==> src/rtl/fp_pkg.sv <==
// Shared FPU definitions: rounding-mode codes, control-state encoding,
// width-generic special-value constructors and the common rounding decision.
package fp_pkg;

  // Rounding-mode encoding shared by the add/mul/div/sqrt units.
  typedef enum logic [2:0] {
    RM_RNE = 3'b000,
    RM_RZ  = 3'b001,
    RM_RD  = 3'b010,
    RM_RU  = 3'b011,
    RM_RNA = 3'b100
  } rm_t;

  // Control states of the iterative units.
  typedef enum logic [2:0] {
    ST_IDLE,
    ST_UNPACK,
    ST_NORM,
    ST_ITER,
    ST_ROUND,
    ST_FIN
  } state_t;

  // Widest operand the constructors below can build (covers FP128).
  localparam int FP_MAX_W = 128;

  // +infinity: sign 0, exponent all ones, fraction 0.
  function automatic logic [FP_MAX_W-1:0] fp_infp(input int ew, input int mw);
    logic [FP_MAX_W-1:0] v;
    v = '0;
    for (int i = 0; i < ew; i++) v[mw+i] = 1'b1;
    return v;
  endfunction

  // Canonical quiet NaN: +inf pattern with the fraction MSB set.
  function automatic logic [FP_MAX_W-1:0] fp_nanq(input int ew, input int mw);
    logic [FP_MAX_W-1:0] v;
    v = fp_infp(ew, mw);
    v[mw-1] = 1'b1;
    return v;
  endfunction

  // Round-increment decision from lsb/guard/sticky; unlisted codes truncate.
  function automatic logic round_inc(input logic [2:0] rm, input logic sign,
                                     input logic lsb, input logic guard,
                                     input logic sticky);
    logic inc;
    case (rm)
      RM_RNE:  inc = guard & (sticky | lsb);
      RM_RNA:  inc = guard;
      RM_RU:   inc = ~sign & (guard | sticky);
      RM_RD:   inc = sign & (guard | sticky);
      default: inc = 1'b0;
    endcase
    return inc;
  endfunction

endpackage

==> src/rtl/fp_sqrt_core.sv <==
// Restoring square-root datapath: consumes two radicand bits per step and
// produces one root bit per step. After MW+2 steps root holds the fraction
// and guard bits; sticky reports a non-zero final remainder.
module fp_sqrt_core #(
  parameter int MW = 23
) (
  input  logic            clk,
  input  logic            rst,
  input  logic            load,
  input  logic            step,
  input  logic [2*MW+3:0] radicand,
  output logic [MW:0]     root,
  output logic            sticky
);

  // Remainder never exceeds 2*root, plus two bits of headroom for the shift-in.
  localparam int RW = MW + 5;

  logic [2*MW+3:0] rad_q;
  logic [RW-1:0]   rem_q;
  logic [MW+1:0]   root_q;

  logic [RW-1:0]   rem_sh;
  logic [RW-1:0]   trial;
  logic            fits;

  // Trial subtraction for the next root bit.
  // NOTE: every always_comb output gets a default first, so no path can infer a latch.
  always_comb begin
    rem_sh = {rem_q[RW-3:0], rad_q[2*MW+3:2*MW+2]};
    trial  = {1'b0, root_q, 2'b01};
    fits   = (rem_sh >= trial);
  end

  // Radicand/remainder/root registers: cleared on load, advanced on step.
  // NOTE: state uses non-blocking assignments so every register samples pre-edge values.
  // NOTE: datapath registers are reset too, so an aborted operation leaves no stale root behind.
  always_ff @(posedge clk or posedge rst) begin
    if (rst) begin
      rad_q  <= '0;
      rem_q  <= '0;
      root_q <= '0;
    end else if (load) begin
      rad_q  <= radicand;
      rem_q  <= '0;
      root_q <= '0;
    end else if (step) begin
      rad_q  <= rad_q << 2;
      rem_q  <= fits ? (rem_sh - trial) : rem_sh;
      root_q <= {root_q[MW:0], fits};
    end
  end

  // The integer root bit is always 1 for a normalised radicand and is not exported.
  assign root   = root_q[MW:0];
  assign sticky = |rem_q;

endmodule

==> src/rtl/fp_sqrt_iter.sv <==
// Multi-cycle IEEE-754 square root with start/busy/done handshake.
// Owns the control FSM, operand unpack, special-value handling and rounding;
// the bit-serial root itself lives in fp_sqrt_core.
// Build option: define FP_SQRT_SUBNORM_EN to normalise subnormal operands
// (extra NORM cycles); otherwise subnormals are flushed to a same-signed zero.
module fp_sqrt_iter
  import fp_pkg::*;
#(
  parameter int EW   = 8,
  parameter int MW   = 23,
  parameter int BIAS = 2**(EW-1)-1
) (
  input  logic            clk,
  input  logic            rst,
  input  logic            start,
  input  logic [EW+MW:0]  in1,
  input  logic [2:0]      round_m,
  output logic [EW+MW:0]  out,
  output logic            busy,
  output logic            done,
  output logic            ov,
  output logic            un,
  output logic            inv,
  output logic            inexact
);

  localparam int W  = EW + MW + 1;
  localparam int SW = $clog2(MW + 1);   // normalisation shift stages
  localparam int CW = $clog2(MW + 2);   // ITER step counter width

  typedef logic [EW+1:0] xexp_t;        // exponent with headroom for subnormal offsets
  typedef logic [SW:0]   amt_t;

  localparam logic [FP_MAX_W-1:0] QNAN_ALL = fp_nanq(EW, MW);
  localparam logic [FP_MAX_W-1:0] INFP_ALL = fp_infp(EW, MW);
  localparam logic [W-1:0]        QNAN     = QNAN_ALL[W-1:0];
  localparam logic [W-1:0]        INFP     = INFP_ALL[W-1:0];

`ifdef FP_SQRT_SUBNORM_EN
  localparam logic SUBNORM_EN = 1'b1;
`else
  localparam logic SUBNORM_EN = 1'b0;
`endif

  state_t          state;
  logic [W-1:0]    op_q;
  logic [2:0]      rm_q;
  logic [W-1:0]    res_q;
  logic            res_inv_q;
  logic            res_inx_q;
  logic [EW-1:0]   eres_q;
  logic [CW-1:0]   it_cnt;

  logic            op_sign;
  logic [EW-1:0]   op_exp;
  logic [MW-1:0]   op_frac;
  logic            exp_max;
  logic            exp_zero;
  logic            frac_zero;
  logic            unpack_normal;

  logic            core_load;
  logic            core_step;
  logic [2*MW+3:0] core_rad;
  logic [MW:0]     core_root;
  logic            core_sticky;

  logic [MW:0]     ld_sig;
  xexp_t           ld_exp;
  logic            ld_even;
  xexp_t           ld_sum;

  logic            rnd_inc;
  logic [MW:0]     frac_sum;

  assign op_sign   = op_q[W-1];
  assign op_exp    = op_q[W-2:MW];
  assign op_frac   = op_q[MW-1:0];
  assign exp_max   = &op_exp;
  assign exp_zero  = ~|op_exp;
  assign frac_zero = ~|op_frac;
  assign unpack_normal = ~exp_max & ~exp_zero & ~op_sign;

`ifdef FP_SQRT_SUBNORM_EN
  logic [MW:0] norm_sig;
  amt_t        norm_lz;
  amt_t        norm_amt;
  logic        norm_top_zero;
  logic [MW:0] norm_shifted;
  amt_t        norm_lz_next;
  logic        norm_last;

  // One logarithmic leading-zero stage per NORM cycle, widest shift first.
  always_comb begin
    norm_top_zero = ((norm_sig >> ((MW + 1) - int'(norm_amt))) == '0);
    norm_shifted  = norm_top_zero ? (norm_sig << norm_amt) : norm_sig;
    norm_lz_next  = norm_top_zero ? (norm_lz + norm_amt) : norm_lz;
    norm_last     = (norm_amt == amt_t'(1));
  end
`endif

  // Radicand and result exponent for the core load: odd E uses 1.f, even E uses 2x1.f.
  always_comb begin
    ld_sig = {1'b1, op_frac};
    ld_exp = xexp_t'(op_exp);
`ifdef FP_SQRT_SUBNORM_EN
    if (state == ST_NORM) begin
      ld_sig = norm_shifted;
      ld_exp = xexp_t'(1) - xexp_t'(norm_lz_next);
    end
`endif
    ld_even  = ~ld_exp[0];
    ld_sum   = ld_exp + xexp_t'(BIAS) - xexp_t'(ld_even);
    core_rad = ld_even ? {ld_sig, {(MW+3){1'b0}}} : {1'b0, ld_sig, {(MW+2){1'b0}}};
  end

  // Core control strobes.
  always_comb begin
    core_load = (state == ST_UNPACK) && unpack_normal;
`ifdef FP_SQRT_SUBNORM_EN
    if ((state == ST_NORM) && norm_last) core_load = 1'b1;
`endif
    core_step = (state == ST_ITER);
  end

  // Rounding of the MW-bit fraction; a carry out bumps the exponent.
  always_comb begin
    rnd_inc  = round_inc(rm_q, 1'b0, core_root[1], core_root[0], core_sticky);
    frac_sum = {1'b0, core_root[MW:1]} + {{MW{1'b0}}, rnd_inc};
  end

  fp_sqrt_core #(
    .MW(MW)
  ) u_core (
    .clk      (clk),
    .rst      (rst),
    .load     (core_load),
    .step     (core_step),
    .radicand (core_rad),
    .root     (core_root),
    .sticky   (core_sticky)
  );

  // Control FSM with registered handshake, result and flags.
  always_ff @(posedge clk or posedge rst) begin
    if (rst) begin
      state     <= ST_IDLE;
      op_q      <= '0;
      rm_q      <= '0;
      res_q     <= '0;
      res_inv_q <= 1'b0;
      res_inx_q <= 1'b0;
      eres_q    <= '0;
      it_cnt    <= '0;
      out       <= '0;
      busy      <= 1'b0;
      done      <= 1'b0;
      inv       <= 1'b0;
      inexact   <= 1'b0;
`ifdef FP_SQRT_SUBNORM_EN
      norm_sig  <= '0;
      norm_lz   <= '0;
      norm_amt  <= '0;
`endif
    end else begin
      done <= 1'b0;
      case (state)
        ST_IDLE: begin
          if (start) begin
            op_q  <= in1;
            rm_q  <= round_m;
            busy  <= 1'b1;
            state <= ST_UNPACK;
          end
        end

        ST_UNPACK: begin
          res_inx_q <= 1'b0;
          res_inv_q <= 1'b0;
          if (exp_max) begin
            if (!frac_zero) begin
              res_q     <= QNAN;
              res_inv_q <= ~op_frac[MW-1];
            end else if (op_sign) begin
              res_q     <= QNAN;
              res_inv_q <= 1'b1;
            end else begin
              res_q     <= INFP;
            end
            state <= ST_FIN;
          end else if (exp_zero && (frac_zero || !SUBNORM_EN)) begin
            res_q <= {op_sign, {(W-1){1'b0}}};
            state <= ST_FIN;
          end else if (op_sign) begin
            res_q     <= QNAN;
            res_inv_q <= 1'b1;
            state     <= ST_FIN;
`ifdef FP_SQRT_SUBNORM_EN
          end else if (exp_zero) begin
            norm_sig <= {1'b0, op_frac};
            norm_lz  <= '0;
            norm_amt <= amt_t'(1) << (SW - 1);
            state    <= ST_NORM;
`endif
          end else begin
            eres_q <= EW'(ld_sum >> 1);
            it_cnt <= '0;
            state  <= ST_ITER;
          end
        end

`ifdef FP_SQRT_SUBNORM_EN
        ST_NORM: begin
          norm_sig <= norm_shifted;
          norm_lz  <= norm_lz_next;
          norm_amt <= norm_amt >> 1;
          if (norm_last) begin
            eres_q <= EW'(ld_sum >> 1);
            it_cnt <= '0;
            state  <= ST_ITER;
          end
        end
`endif

        ST_ITER: begin
          it_cnt <= it_cnt + 1'b1;
          if (it_cnt == CW'(MW + 1)) state <= ST_ROUND;
        end

        ST_ROUND: begin
          res_q     <= {1'b0, eres_q + EW'(frac_sum[MW]), frac_sum[MW-1:0]};
          res_inv_q <= 1'b0;
          res_inx_q <= core_root[0] | core_sticky;
          state     <= ST_FIN;
        end

        ST_FIN: begin
          out     <= res_q;
          inv     <= res_inv_q;
          inexact <= res_inx_q;
          done    <= 1'b1;
          busy    <= 1'b0;
          state   <= ST_IDLE;
        end

        default: state <= ST_IDLE;
      endcase
    end
  end

  // Square root can neither overflow nor underflow.
  assign ov = 1'b0;
  assign un = 1'b0;

endmodule

==> config.mk <==
export PLATFORM = sky130hd
export DESIGN_NAME = fp_sqrt_iter
export DESIGN_NICKNAME = d
export VERILOG_FILES = /design/src/rtl/fp_pkg.sv /design/src/rtl/fp_sqrt_core.sv /design/src/rtl/fp_sqrt_iter.sv
export SDC_FILE = /design/constraint.sdc
export NUM_CORES = 1
export LEC_CHECK = 0
export CORE_MARGIN = 3
export CORE_UTILIZATION = 66
export CTS_BUF_LIST = sky130_fd_sc_hd__clkbuf_4
export CTS_CLUSTER_SIZE = 14
export DETAILED_ROUTE_END_ITERATION = 10
export MAX_ROUTING_LAYER = met4
export PLACE_DENSITY = 0.86
export SYNTH_ARGS = -nofsm -noshare
export SYNTH_HDL_FRONTEND = slang
export SYNTH_SLANG_ARGS = --single-unit
==> constraint.sdc <==
create_clock -name clk -period 13.7 [get_ports clk]
set_input_delay 2.74 -clock clk [delete_from_list [all_inputs] [get_ports clk]]
set_output_delay 2.74 -clock clk [all_outputs]
set_load 0.02 [all_outputs]
==> key figures <==
Yosys
  • #FFs+latches synth: 199
  • Cell Area, Synth: 0.0106 mm2
  • Yosys Warn Count: 0
  • Post-synth EDFFs: 0
  • Seq/Total Area, Yosys: 0.471
  • Mapped Avg Cell Area: 9.73 um2
  • Cells after Synth: 1087
  • Fraction of registers with async set/reset: 1.00
  • Synth cell types: 60
  • Top_reg_cell synth: dfrtp_1

CTS
  • Post-CTS Setup Repair Bufs: 0
  • Root Buffer Master: clkbuf_4
  • Clk slew on worst S/H paths: 160 ps
  • Clock Path Buffers: 2
  • CTS Buf Count: 17
  • Clock H-tree levels: 4
  • Hold buffer count at cts: 0
  • CTS sink cnt: 199
  • Clock Latency Late Sink: 600 ps
  • CTS resizes: 0
  • CTS tree: yes

Finish
  • Layout Cell Area excl Fill: 0.0117 mm2
  • Register Area: 0.00498 mm2
  • Layout cells sized above 1: 0.103
  • Layout area overhead: 10.6%
  • Nets: 1211
  • Area of the multi-input gates: 0.00520 mm2
  • Fillers: 1117

Timing
  • Max Clock Skew: 18.4 ps
  • Ratio of final minimum period to clock period: 0.319
  • Setup TNS: 0 ps
  • Final Hold Viols: 0
  • Max_slew headroom: 0.300
  • RSZ-0062 raised after global routing: no
  • Fin crit period: 4370 ps
  • Tightest Pin Transition: 1050 ps
  • Max Fclk: 229 MHz
  • Hold WS: 495 ps
  • Setup violators final: 0
  • Slew Viols, Final: 0

Worst setup path
  • Critical Path Fanout Max: 2
  • Crit path buffers/inverters: 1
  • Crit path max-delay family: buffers and inverters
  • CP cell instances: clkdlybuf4s50_1
  • Crit start category: flop
  • Crit end category: output pin
  • Required @ worst endpoint: 10960 ps
  • Worst stage delay on the critical path: 620 ps
  • Crit Path Class: flop to output pin
  • Arrival time at the worst endpoint: 1630 ps
  • Slowest CP cell: clkdlybuf4s50_1

Placed design
  • Routability cong.: 0.961
  • IO buf count: 73
  • Placed instance area: 0.0114 mm2
  • DP Wirelength: 15300 um

Power and ir drop
  • Cell Pwr Density: 266 mW/mm2
  • Max IR drop VDD: 0.180 mV
  • Static Leakage: 5.12 nW

Detailed routing
  • Antenna Nets Post-Route: 0
  • DRC viols: 0
  • Met3 WL: 1090 um
  • Max layer used: met4
  • Initial drt markers: 738
  • Wl on met1: 9950 um
  • Routed vias/inst: 6.01
  • First-pass iteration count of the detailed router: 6
  • DR vias: 8109
  • WL/cell: 16.1 um
  • Final WL: 21700 um
  • Met2 WL: 10300 um

Floorplan
  • Die height: 133 um
  • Initial Util: 0.685
  • Core ar.: 0.0154 mm2
  • Die ar.: 0.0176 mm2
  • Die width: 133 um
  • Site Rows: 45
  • I/O Pins: 76

Hold path
  • HP Class: flop to flop

GRT
  • Initial antenna violation count: 1
  • Total gr overflow: 0
  • Largest net degree at the start of global routing: 118
  • Gr usage total: 0.263
  • First-pass GRT wire length: 37100 um
  • Vias in the first global route: 7692

Run status
  • Outcome: complete, no violations

Flow run
  • Max_cap viols: 0
==> routing by layer <==
layer / vias up / GRT usage
met3: 35 / 0.0445
met2: 230 / 0.400
met5: - / -
met1: 3934 / 0.373
met4: 0 / 0.0676
li1: 3910 / -
==> placed cells by master (no fill, tap or decap), drive strengths merged, types with 7 or more instances in the layout <==
cell,Yosys,layout
dfrtp,199,199
nand2,128,128
o21ai,115,115
clkdlybuf4s50,0,73
nand3,68,68
mux2,61,61
inv,48,52
nor2,48,48
ha,47,47
a21oi,44,44
xnor2,42,42
nor2b,24,24
a211oi,23,23
a31oi,20,20
xor2,18,18
clkbuf,50,18
mux2i,16,16
nor4,15,15
nor3,14,14
nand4,13,13
a21o,12,12
a221o,10,10
buf,12,7
==> final cells by class <==
type	count	area share
Multi-Input combinational cell	779	0.444
Sequential cell	199	0.426
Timing Repair Buffer	80	0.0670
Tap cell	211	0.0226
Inverter	48	0.0160
Clock inverter	14	0.0124
Clock buffer	18	0.0116
Antenna cell	1	0.000214
==> metrics by stage <==
step | worst slack (ps) | util | power [W] | instances
2_1_floorplan | 5530 | - | 0.00241 | 1088
3_3_place_gp | 8760 | 0.740 | 0.00274 | 1317
3_5_place_dp | 8750 | 0.740 | 0.00279 | 1317
4_1_cts | 9310 | 0.758 | 0.00310 | 1349
5_1_grt | 9200 | 0.758 | 0.00337 | 1350
6_report | 9330 | 0.758 | 0.00311 | 1350
==> synth_stat cells (all sizes together) (2+ instances only) <==
master    n  area (um2)
dfrtp   199        4980
nand2   128         483
o21ai   115         576
nand3    68         340
mux2     61         687
clkbuf   50         188
inv      48         180
nor2     48         180
ha       47         588
a21oi    44         220
xnor2    42         368
nor2b    24         150
a211oi   23         195
a31oi    20         125
xor2     18         158
mux2i    16         160
nor4     15        93.8
nor3     14        70.1
nand4    13        81.3
a21o     12        92.6
buf      12        58.8
a221o    10         100
a22oi     6        50.1
and3      6        37.5
nand2b    6        37.5
o21bai    6        45.0
or3       4        26.3
a22o      3        26.3
o31ai     3        22.5
a21boi    2        15.0
a41oi     2        17.5
and2      2        12.5
o41ai     2        17.5
==> cells by family after synthesis <==
logic type | synth area share
adders and majority gates | 0.0575
muxes | 0.0801
and+or+nand+nor | 0.147
AOI/OAI and AO/OA | 0.154
other | 0.000355
buffers and inverters | 0.0404
DFF | 0.471
xor gates and xnor gates | 0.0497
==> registers in the layout, indices dropped and copies added, names as in the netlist, 3 cells and up <==
register       flops
u_core.rem_q      28
u_core.root_q     25
u_core.rad_q      25
op_q              32
eres_q             8
rm_q               3
state              3
res_q             32
it_cnt             5
out               32
==> worst paths after layout <==
check	from	to	slack [ps]	depth (start not counted)
min reg2reg	res_q[6]	res_q[6]	490	2
max in group asynchronous	rst	u_core.rem_q[2]	9490	3
min in group asynchronous	rst	op_q[26]	2680	2
max	inv	inv	9330	1
min	res_q[6]	res_q[6]	490	2
max reg2reg	u_core.rem_q[0]	res_q[29]	9900	17
==> where the power goes <==
| part | internal [W] | switching (W) |
|---|---|---|
| registers | 0.000780 | 0.000178 |
| logic | 0.000798 | 0.00105 |
| clock network | 0.0000971 | 0.000209 |
| total | 0.00167 | 0.00144 |
Power figures use the tool's default switching activity.
